[config.mk]
export PLATFORM = sky130hd
export DESIGN_NAME = unit_propagate_ctrl
export DESIGN_NICKNAME = d
export VERILOG_FILES = /design/src/rtl/unit_propagate_ctrl.sv
export SDC_FILE = /design/constraint.sdc
export NUM_CORES = 1
export LEC_CHECK = 0
export BUFFER_PORTS_ARGS = -buffer_cell sky130_fd_sc_hd__buf_2
export CORE_AREA = 2 2 302 304
export DETAILED_ROUTE_END_ITERATION = 10
export DIE_AREA = 0 0 304 306
export PLACE_DENSITY = 0.55
export SLEW_MARGIN = 25
export SYNTH_ARGS = -nofsm -noshare
export SYNTH_HDL_FRONTEND = slang
export SYNTH_SLANG_ARGS = --single-unit
[constraint.sdc]
create_clock -name clock -period 26.8 [get_ports clock]
set_clock_uncertainty 0.2 [all_clocks]
set_input_delay 1.34 -clock clock [delete_from_list [all_inputs] [get_ports clock]]
set_output_delay 1.34 -clock clock [all_outputs]
set_load 0.01 [all_outputs]
[src/rtl/unit_propagate_ctrl.sv]
// -----------------------------------------------------------------------------
// common: shared SAT datapath types.
//   lit      : {neg, num}; num == 0 is not a variable and is always false.
//   clause   : {len, lits[MAX_LITS]}; only lits[0 .. len-1] are meaningful.
//   formula  : {len, clauses[MAX_CLAUSES]}; only clauses[0 .. len-1] count.
//
// unit_propagate_ctrl: runs full unit propagation (BCP) on a formula by
// repeatedly scanning for a unit clause, handing its literal to the shared
// propagateliteral block and adopting the reduced formula it returns.
// The run ends on a conflict, an empty formula, no remaining unit clause,
// a propagateliteral timeout or too many propagations.
//
// Ports:
//   clock, reset          clock, asynchronous active-high reset
//   start, in_formula     one-cycle run request and the formula to propagate
//   busy, done            run in progress / one-cycle completion pulse
//   conflict, sat, err    run outcome, held from done until the next start
//   out_formula           final working formula, held like the outcome flags
//   num_props             literals propagated in this run
//   assign_valid/_lit     one pulse per propagated literal
//   pl_find/_lit/_formula request to propagateliteral (lit/formula held in WAIT)
//   pl_ended, pl_empty_clause, pl_empty_formula, pl_out_formula
//                         response from propagateliteral
// -----------------------------------------------------------------------------
package common;
    localparam int NUM_W       = 4;
    localparam int MAX_LITS    = 4;
    localparam int MAX_CLAUSES = 8;
    localparam int CLEN_W      = 3;
    localparam int FLEN_W      = 4;
    localparam int CIDX_W      = 3;

    typedef struct packed {
        logic             neg;
        logic [NUM_W-1:0] num;
    } lit;

    typedef struct packed {
        logic [CLEN_W-1:0] len;
        lit [MAX_LITS-1:0] lits;
    } clause;

    typedef struct packed {
        logic [FLEN_W-1:0]       len;
        clause [MAX_CLAUSES-1:0] clauses;
    } formula;

    localparam lit     zero_lit     = '0;
    localparam formula zero_formula = '0;
endpackage

module unit_propagate_ctrl
    import common::*;
#(
    parameter int MAX_WAIT  = 1024,
    parameter int MAX_UNITS = 255,
    parameter int W_CNT     = 8
) (
    input  logic             clock,
    input  logic             reset,
    input  logic             start,
    input  formula           in_formula,
    output logic             busy,
    output logic             done,
    output logic             conflict,
    output logic             sat,
    output logic             err,
    output formula           out_formula,
    output logic [W_CNT-1:0] num_props,
    output logic             assign_valid,
    output lit               assign_lit,
    output logic             pl_find,
    output lit               pl_lit,
    output formula           pl_formula,
    input  logic             pl_ended,
    input  logic             pl_empty_clause,
    input  logic             pl_empty_formula,
    input  formula           pl_out_formula
);

    localparam int WAIT_W = $clog2(MAX_WAIT + 1);

    typedef enum logic [2:0] {
        ST_IDLE   = 3'd0,
        ST_SCAN   = 3'd1,
        ST_ISSUE  = 3'd2,
        ST_WAIT   = 3'd3,
        ST_FINISH = 3'd4
    } state_t;

    state_t            state_r, state_s;
    formula            work_r, work_s;
    logic [FLEN_W-1:0] k_r, k_s;
    lit                u_r, u_s;
    logic [WAIT_W-1:0] wait_r, wait_s;
    logic              busy_r, busy_s;
    logic              done_r, done_s;
    logic              conflict_r, conflict_s;
    logic              sat_r, sat_s;
    logic              err_r, err_s;
    formula            out_formula_r, out_formula_s;
    logic [W_CNT-1:0]  num_props_r, num_props_s;
    logic              assign_valid_r, assign_valid_s;
    lit                assign_lit_r, assign_lit_s;
    logic              pl_find_r, pl_find_s;
    lit                pl_lit_r, pl_lit_s;
    formula            pl_formula_r, pl_formula_s;

    // Next-state and next-output logic; every register holds unless a state says otherwise.
    always_comb begin
        state_s        = state_r;
        work_s         = work_r;
        k_s            = k_r;
        u_s            = u_r;
        wait_s         = wait_r;
        busy_s         = busy_r;
        done_s         = 1'b0;
        conflict_s     = conflict_r;
        sat_s          = sat_r;
        err_s          = err_r;
        out_formula_s  = out_formula_r;
        num_props_s    = num_props_r;
        assign_valid_s = 1'b0;
        assign_lit_s   = assign_lit_r;
        pl_find_s      = 1'b0;
        pl_lit_s       = pl_lit_r;
        pl_formula_s   = pl_formula_r;

        case (state_r)
            ST_IDLE: begin
                if (start) begin
                    work_s      = in_formula;
                    conflict_s  = 1'b0;
                    sat_s       = 1'b0;
                    err_s       = 1'b0;
                    num_props_s = '0;
                    busy_s      = 1'b1;
                    k_s         = '0;
                    state_s     = ST_SCAN;
                end else begin
                    state_s = ST_IDLE;
                end
            end
            ST_SCAN: begin
                if (k_r >= work_r.len) begin
                    sat_s   = (work_r.len == FLEN_W'(0));
                    state_s = ST_FINISH;
                end else if (work_r.clauses[k_r[CIDX_W-1:0]].len == CLEN_W'(1)) begin
                    u_s     = work_r.clauses[k_r[CIDX_W-1:0]].lits[0];
                    state_s = ST_ISSUE;
                end else begin
                    k_s = k_r + FLEN_W'(1);
                end
            end
            ST_ISSUE: begin
                // The propagation budget is checked before anything is issued,
                // so num_props never wraps and no request is left dangling.
                if (num_props_r == W_CNT'(MAX_UNITS)) begin
                    err_s   = 1'b1;
                    state_s = ST_FINISH;
                end else begin
                    pl_find_s      = 1'b1;
                    pl_lit_s       = u_r;
                    pl_formula_s   = work_r;
                    assign_valid_s = 1'b1;
                    assign_lit_s   = u_r;
                    num_props_s    = num_props_r + W_CNT'(1);
                    wait_s         = '0;
                    state_s        = ST_WAIT;
                end
            end
            ST_WAIT: begin
                if (pl_ended) begin
                    work_s = pl_out_formula;
                    if (pl_empty_clause) begin
                        conflict_s = 1'b1;
                        state_s    = ST_FINISH;
                    end else if (pl_empty_formula) begin
                        sat_s   = 1'b1;
                        state_s = ST_FINISH;
                    end else begin
                        // The reduction can turn any clause into a unit, so rescan from the top.
                        k_s     = '0;
                        state_s = ST_SCAN;
                    end
                end else if (wait_r == WAIT_W'(MAX_WAIT - 1)) begin
                    err_s   = 1'b1;
                    state_s = ST_FINISH;
                end else begin
                    wait_s = wait_r + WAIT_W'(1);
                end
            end
            ST_FINISH: begin
                out_formula_s = work_r;
                done_s        = 1'b1;
                busy_s        = 1'b0;
                state_s       = ST_IDLE;
            end
            default: begin
                state_s = ST_IDLE;
            end
        endcase
    end

    // State and output registers; reset returns everything to its idle value.
    always_ff @(posedge clock or posedge reset) begin
        if (reset) begin
            state_r        <= ST_IDLE;
            work_r         <= zero_formula;
            k_r            <= '0;
            u_r            <= zero_lit;
            wait_r         <= '0;
            busy_r         <= 1'b0;
            done_r         <= 1'b0;
            conflict_r     <= 1'b0;
            sat_r          <= 1'b0;
            err_r          <= 1'b0;
            out_formula_r  <= zero_formula;
            num_props_r    <= '0;
            assign_valid_r <= 1'b0;
            assign_lit_r   <= zero_lit;
            pl_find_r      <= 1'b0;
            pl_lit_r       <= zero_lit;
            pl_formula_r   <= zero_formula;
        end else begin
            state_r        <= state_s;
            work_r         <= work_s;
            k_r            <= k_s;
            u_r            <= u_s;
            wait_r         <= wait_s;
            busy_r         <= busy_s;
            done_r         <= done_s;
            conflict_r     <= conflict_s;
            sat_r          <= sat_s;
            err_r          <= err_s;
            out_formula_r  <= out_formula_s;
            num_props_r    <= num_props_s;
            assign_valid_r <= assign_valid_s;
            assign_lit_r   <= assign_lit_s;
            pl_find_r      <= pl_find_s;
            pl_lit_r       <= pl_lit_s;
            pl_formula_r   <= pl_formula_s;
        end
    end

    assign busy         = busy_r;
    assign done         = done_r;
    assign conflict     = conflict_r;
    assign sat          = sat_r;
    assign err          = err_r;
    assign out_formula  = out_formula_r;
    assign num_props    = num_props_r;
    assign assign_valid = assign_valid_r;
    assign assign_lit   = assign_lit_r;
    assign pl_find      = pl_find_r;
    assign pl_lit       = pl_lit_r;
    assign pl_formula   = pl_formula_r;

endmodule

==> metrics.csv <==
stage,metric,value,unit
run_status,outcome,"finished, final reports clean",
floorplan,chip height,306,um
synth,number of unique standard cell types used by synthesis,50,
route,total number of vias,18870,
synth,area share of and/or/nand/nor cells after synthesis,13.62,%
synth,Yosys reg bits,606,
floorplan,die width,304,um
route,final routed DRC violation total,0,
sta,Setup Total Neg Slack,0,ns
placement,final weighted congestion in routability-driven placement,0.8377,
sta,setup repair after global routing missed its margin,no,
clock_tree,clock-pin slew on the worst setup and hold paths,0.06,ns
clock_tree,Clock Tree Root,sky130_fd_sc_hd__clkbuf_16,
sta,setup slack after layout,23.23,ns
global_routing,via count of the first global-routing pass,18750,
sta,crit path time final,3.565,ns
global_routing,largest net degree at the start of global routing,201,
global_routing,global-route congestion overflow total,0,
worst_setup_path,Critical Path Source Type,input pin,
route,first-iteration detailed-routing DRC count,1036,
clock_tree,Max clock buf depth,3,
global_routing,combined global-route utilization of all metal layers,17.60,%
min_path,Hold/Removal Path Class,reg2reg,
final_layout,post-synthesis to final-layout area growth,29.53,%
clock_tree,clock tree from TritonCTS,built,
floorplan,I/O pin total,783,
sta,hold violation total from the final report,0,
power_and_ir_drop,maximum resistive drop on vdd,0.06046,mV
sta,worst max-slew margin expressed relative to the limit,23.77,%
placement,worst slack after detailed placement,22.62,ns
sta,fmax,280.5,MHz
route,detailed-routing iteration count for the pre-antenna-repair pass,5,
synth,mux share of post-synthesis cell area,17.70,%
synth,xor and xnor fraction of the mapped netlist area,0.4209,%
clock_tree,clock buffers created by TritonCTS,71,
global_routing,antenna violations before repair,3,
final_layout,filler instances,9073,
clock_tree,Post CTS Setup Buffer Count,0,
synth,dominant combinational cell family by area after synthesis,multiplexers,
worst_setup_path,kind of capture point of the worst setup path,flop,
floorplan,area of the core,89600,um^2
final_layout,net count of the finished layout,3379,
power_and_ir_drop,power per unit of standard cell area,122.2,nW/um^2
route,Post-Route WL,83680,um
clock_tree,post_cts resized,0,
route,number of vias per cell,4.475,
sta,max-slew violations,0,
clock_tree,"Clk Latency, worst-skew pair",0.61,ns
power_and_ir_drop,Power Total,3.950,mW
floorplan,number of standard-cell rows in the floorplan,110,
floorplan,full die area,93020,um^2
run,# Max-Cap Violations,0,
route,final antenna-violating net count,0,
floorplan,Initial Util,27.87,%
route,Wirelength per Cell,19.84,um
clock_tree,Clock Sinks,606,
worst_setup_path,CP most frequent cell,sky130_fd_sc_hd__buf_4,
final_layout,final standard cell area without fillers,32340,um^2
synth,total nets after synthesis,2647,
worst_setup_path,cell type of the slowest stage on the worst timing path,sky130_fd_sc_hd__buf_4,
worst_setup_path,largest fanout of any net on the critical path,93,
worst_setup_path,Critical Path AT,3.81,ns
sta,final critical-path share of the clock period,13.30,%
synth,mean instance size in the synthesized netlist,11.06,um^2
worst_setup_path,required time at the worst-slack endpoint,27.05,ns
clock_tree,hold-fix buffer count after cts,0,
synth,"Warnings, synthesis",0,
synth,adder and majority gate portion of the synthesized area,0.3508,%
power_and_ir_drop,leakage power,16.45,nW
worst_setup_path,Worst path max stage delay,0.74,ns
sta,actual slew at the worst max-slew pin,1.143,ns
synth,synthesized netlist cell count,2258,
sta,setup violators final,0,
synth,share of the yosys chip area belonging to registers,60.74,%
worst_setup_path,"Cell Chain, Critical Path","buf_2, and2_1, a21oi_4, buf_4, buf_4, o21ai_0",
placement,area post-placement,30000,um^2
placement,DP HPWL,59650,um
placement,number of buffer cells added on primary ports,782,
synth,area of the mapped netlist,24970,um^2
worst_setup_path,Setup Crit Path Kind,in2reg,
clock_tree,number of H-tree branching levels,3,
synth,area fraction in compound gates after synthesis,4.590,%
global_routing,global-route wire length before repair,123200,um
final_layout,fraction of layout cells with a size suffix above 1,37.20,%
## stage by stage
step / hold WS, ns / util [%] / cells
3_3_place_gp: 0.2521 / 33.48 / 4092
2_1_floorplan: 0.2390 / - / 2258
3_5_place_dp: 0.2572 / 33.48 / 4092
6_report: 0.2660 / 36.10 / 4217
5_1_grt: 0.2883 / 36.09 / 4216
4_1_cts: 0.2709 / 36.05 / 4215
## metal layers
layer  global-route usage, %  wire length [um]  vias up  part of all wire [%]
li1                        -                 -     8990                     -
met1                   22.37             36000     9164                    43
met2                   28.60             39390      577                    47
met3                   4.445              5266      138                   6.3
met4                   7.173              3009        2                   3.6
met5                       0                16        -                 0.019
## state kept, by name, summed over array words and instances (netlist names), 3 cells and up
name	count
out_formula	188
pl_formula	188
work_r	188
wait_r	11
num_props	8
pl_lit	5
u_r	5
k_r	4
state_r	3
## worst max-delay path, delay by kind of cell
family / cells / cell delay (ns)
and+or+nand+nor: 1 / 0.25
buffers and inverters: 3 / 1.56
AOI/OAI and AO/OA: 2 / 0.56
## placed cells by master (no fill, tap or decap), drive strengths merged, types with 2 or more instances in the layout
cell type and n:
mux2 199, and3 2, nor3 8, nor4b 2, nor3b 4, xor2 7
clkinv 16, o21bai 2, nand2 779, nand3 8, nand3b 3, dfrtp 606
clkbuf 102, mux4 11, or3b 4, nand2b 5, nor2 21, mux2i 191
nor4 6, a31oi 4, ha 7, a21oi 6, inv 14, o21ai 199
nand4 6, and2 2, nor4bb 3, and4 2, xnor2 5, buf 802
## report_power, final
part	total, mW	switching [mW]	internal (mW)
clock network	0.948	0.404	0.544
logic	1.39	0.826	0.565
registers	1.61	0.301	1.31
total	3.95	1.53	2.42
## final timing paths
kind | startpoint | to | slack, ns | cells after the start
hold reg to reg | pl_formula[80]$_DFFE_PP0P_ | pl_formula[80]$_DFFE_PP0P_ | 0.27 | 2
min in group asynchronous | reset | out_formula[184]$_DFFE_PP0P_ | 0.61 | 2
hold / removal | pl_formula[80]$_DFFE_PP0P_ | pl_formula[80]$_DFFE_PP0P_ | 0.27 | 2
max in group asynchronous | reset | pl_formula[24]$_DFFE_PP0P_ | 23.58 | 5
setup reg to reg | num_props[0]$_DFFE_PP0P_ | pl_formula[104]$_DFFE_PP0P_ | 23.33 | 8
setup / recovery | start | work_r[81]$_DFFE_PP0P_ | 23.23 | 6
## synthesized netlist by cell type, drive strengths merged
| cell type | n | area share (%) |
|---|---|---|
| a2111oi | 1 | 0.035 |
| a21oi | 6 | 0.14 |
| o22ai | 1 | 0.025 |
| o31a | 1 | 0.035 |
| o21a | 1 | 0.030 |
| o21bai | 2 | 0.060 |
| mux2i | 191 | 7.7 |
| o22a | 1 | 0.035 |
| xor2 | 7 | 0.25 |
| a211oi | 1 | 0.050 |
| nor3b | 4 | 0.12 |
| and2 | 2 | 0.050 |
| clkbuf | 92 | 1.4 |
| a22oi | 1 | 0.030 |
| and3 | 2 | 0.050 |
| or4 | 1 | 0.030 |
| dfrtp | 606 | 61 |
| nand4 | 6 | 0.15 |
| a22o | 1 | 0.035 |
| xnor2 | 5 | 0.18 |
| or3b | 4 | 0.14 |
| nor3 | 8 | 0.16 |
| mux2 | 199 | 9.1 |
| nor2 | 21 | 0.32 |
| and4 | 2 | 0.070 |
| mux4 | 11 | 0.99 |
| or3 | 1 | 0.025 |
| ha | 7 | 0.35 |
| inv | 10 | 0.15 |
| and3b | 1 | 0.035 |
| buf | 51 | 1.0 |
| nand3 | 8 | 0.16 |
| o21ai | 199 | 4.0 |
| nand4b | 1 | 0.035 |
| nand2b | 5 | 0.14 |
| a31oi | 4 | 0.10 |
| nor4bb | 3 | 0.12 |
| nor4b | 2 | 0.070 |
| a21o | 1 | 0.030 |
| nand3b | 3 | 0.090 |
| nand2 | 779 | 12 |
| nor4 | 6 | 0.15 |
## area by class of cell
cell class | instances | area, um^2 | area share (%)
flip-flops and latches | 606 | 15160 | 46.89
multi-input cells | 1499 | 9189 | 28.41
repair buffers | 802 | 4154 | 12.84
clock buffers | 102 | 2073 | 6.411
well taps | 1176 | 1471 | 4.550
clock inverters | 21 | 234.0 | 0.7235
inverters | 10 | 52.55 | 0.1625
diodes | 1 | 2.502 | 0.007738
## cell families after synthesis
kind of cell | Yosys count
simple gates | 859
fa+ha+maj | 7
mux | 401
flops | 606
compound gates | 220
xor+xnor | 12
buf+inv | 153
Power figures use the tool's default switching activity.
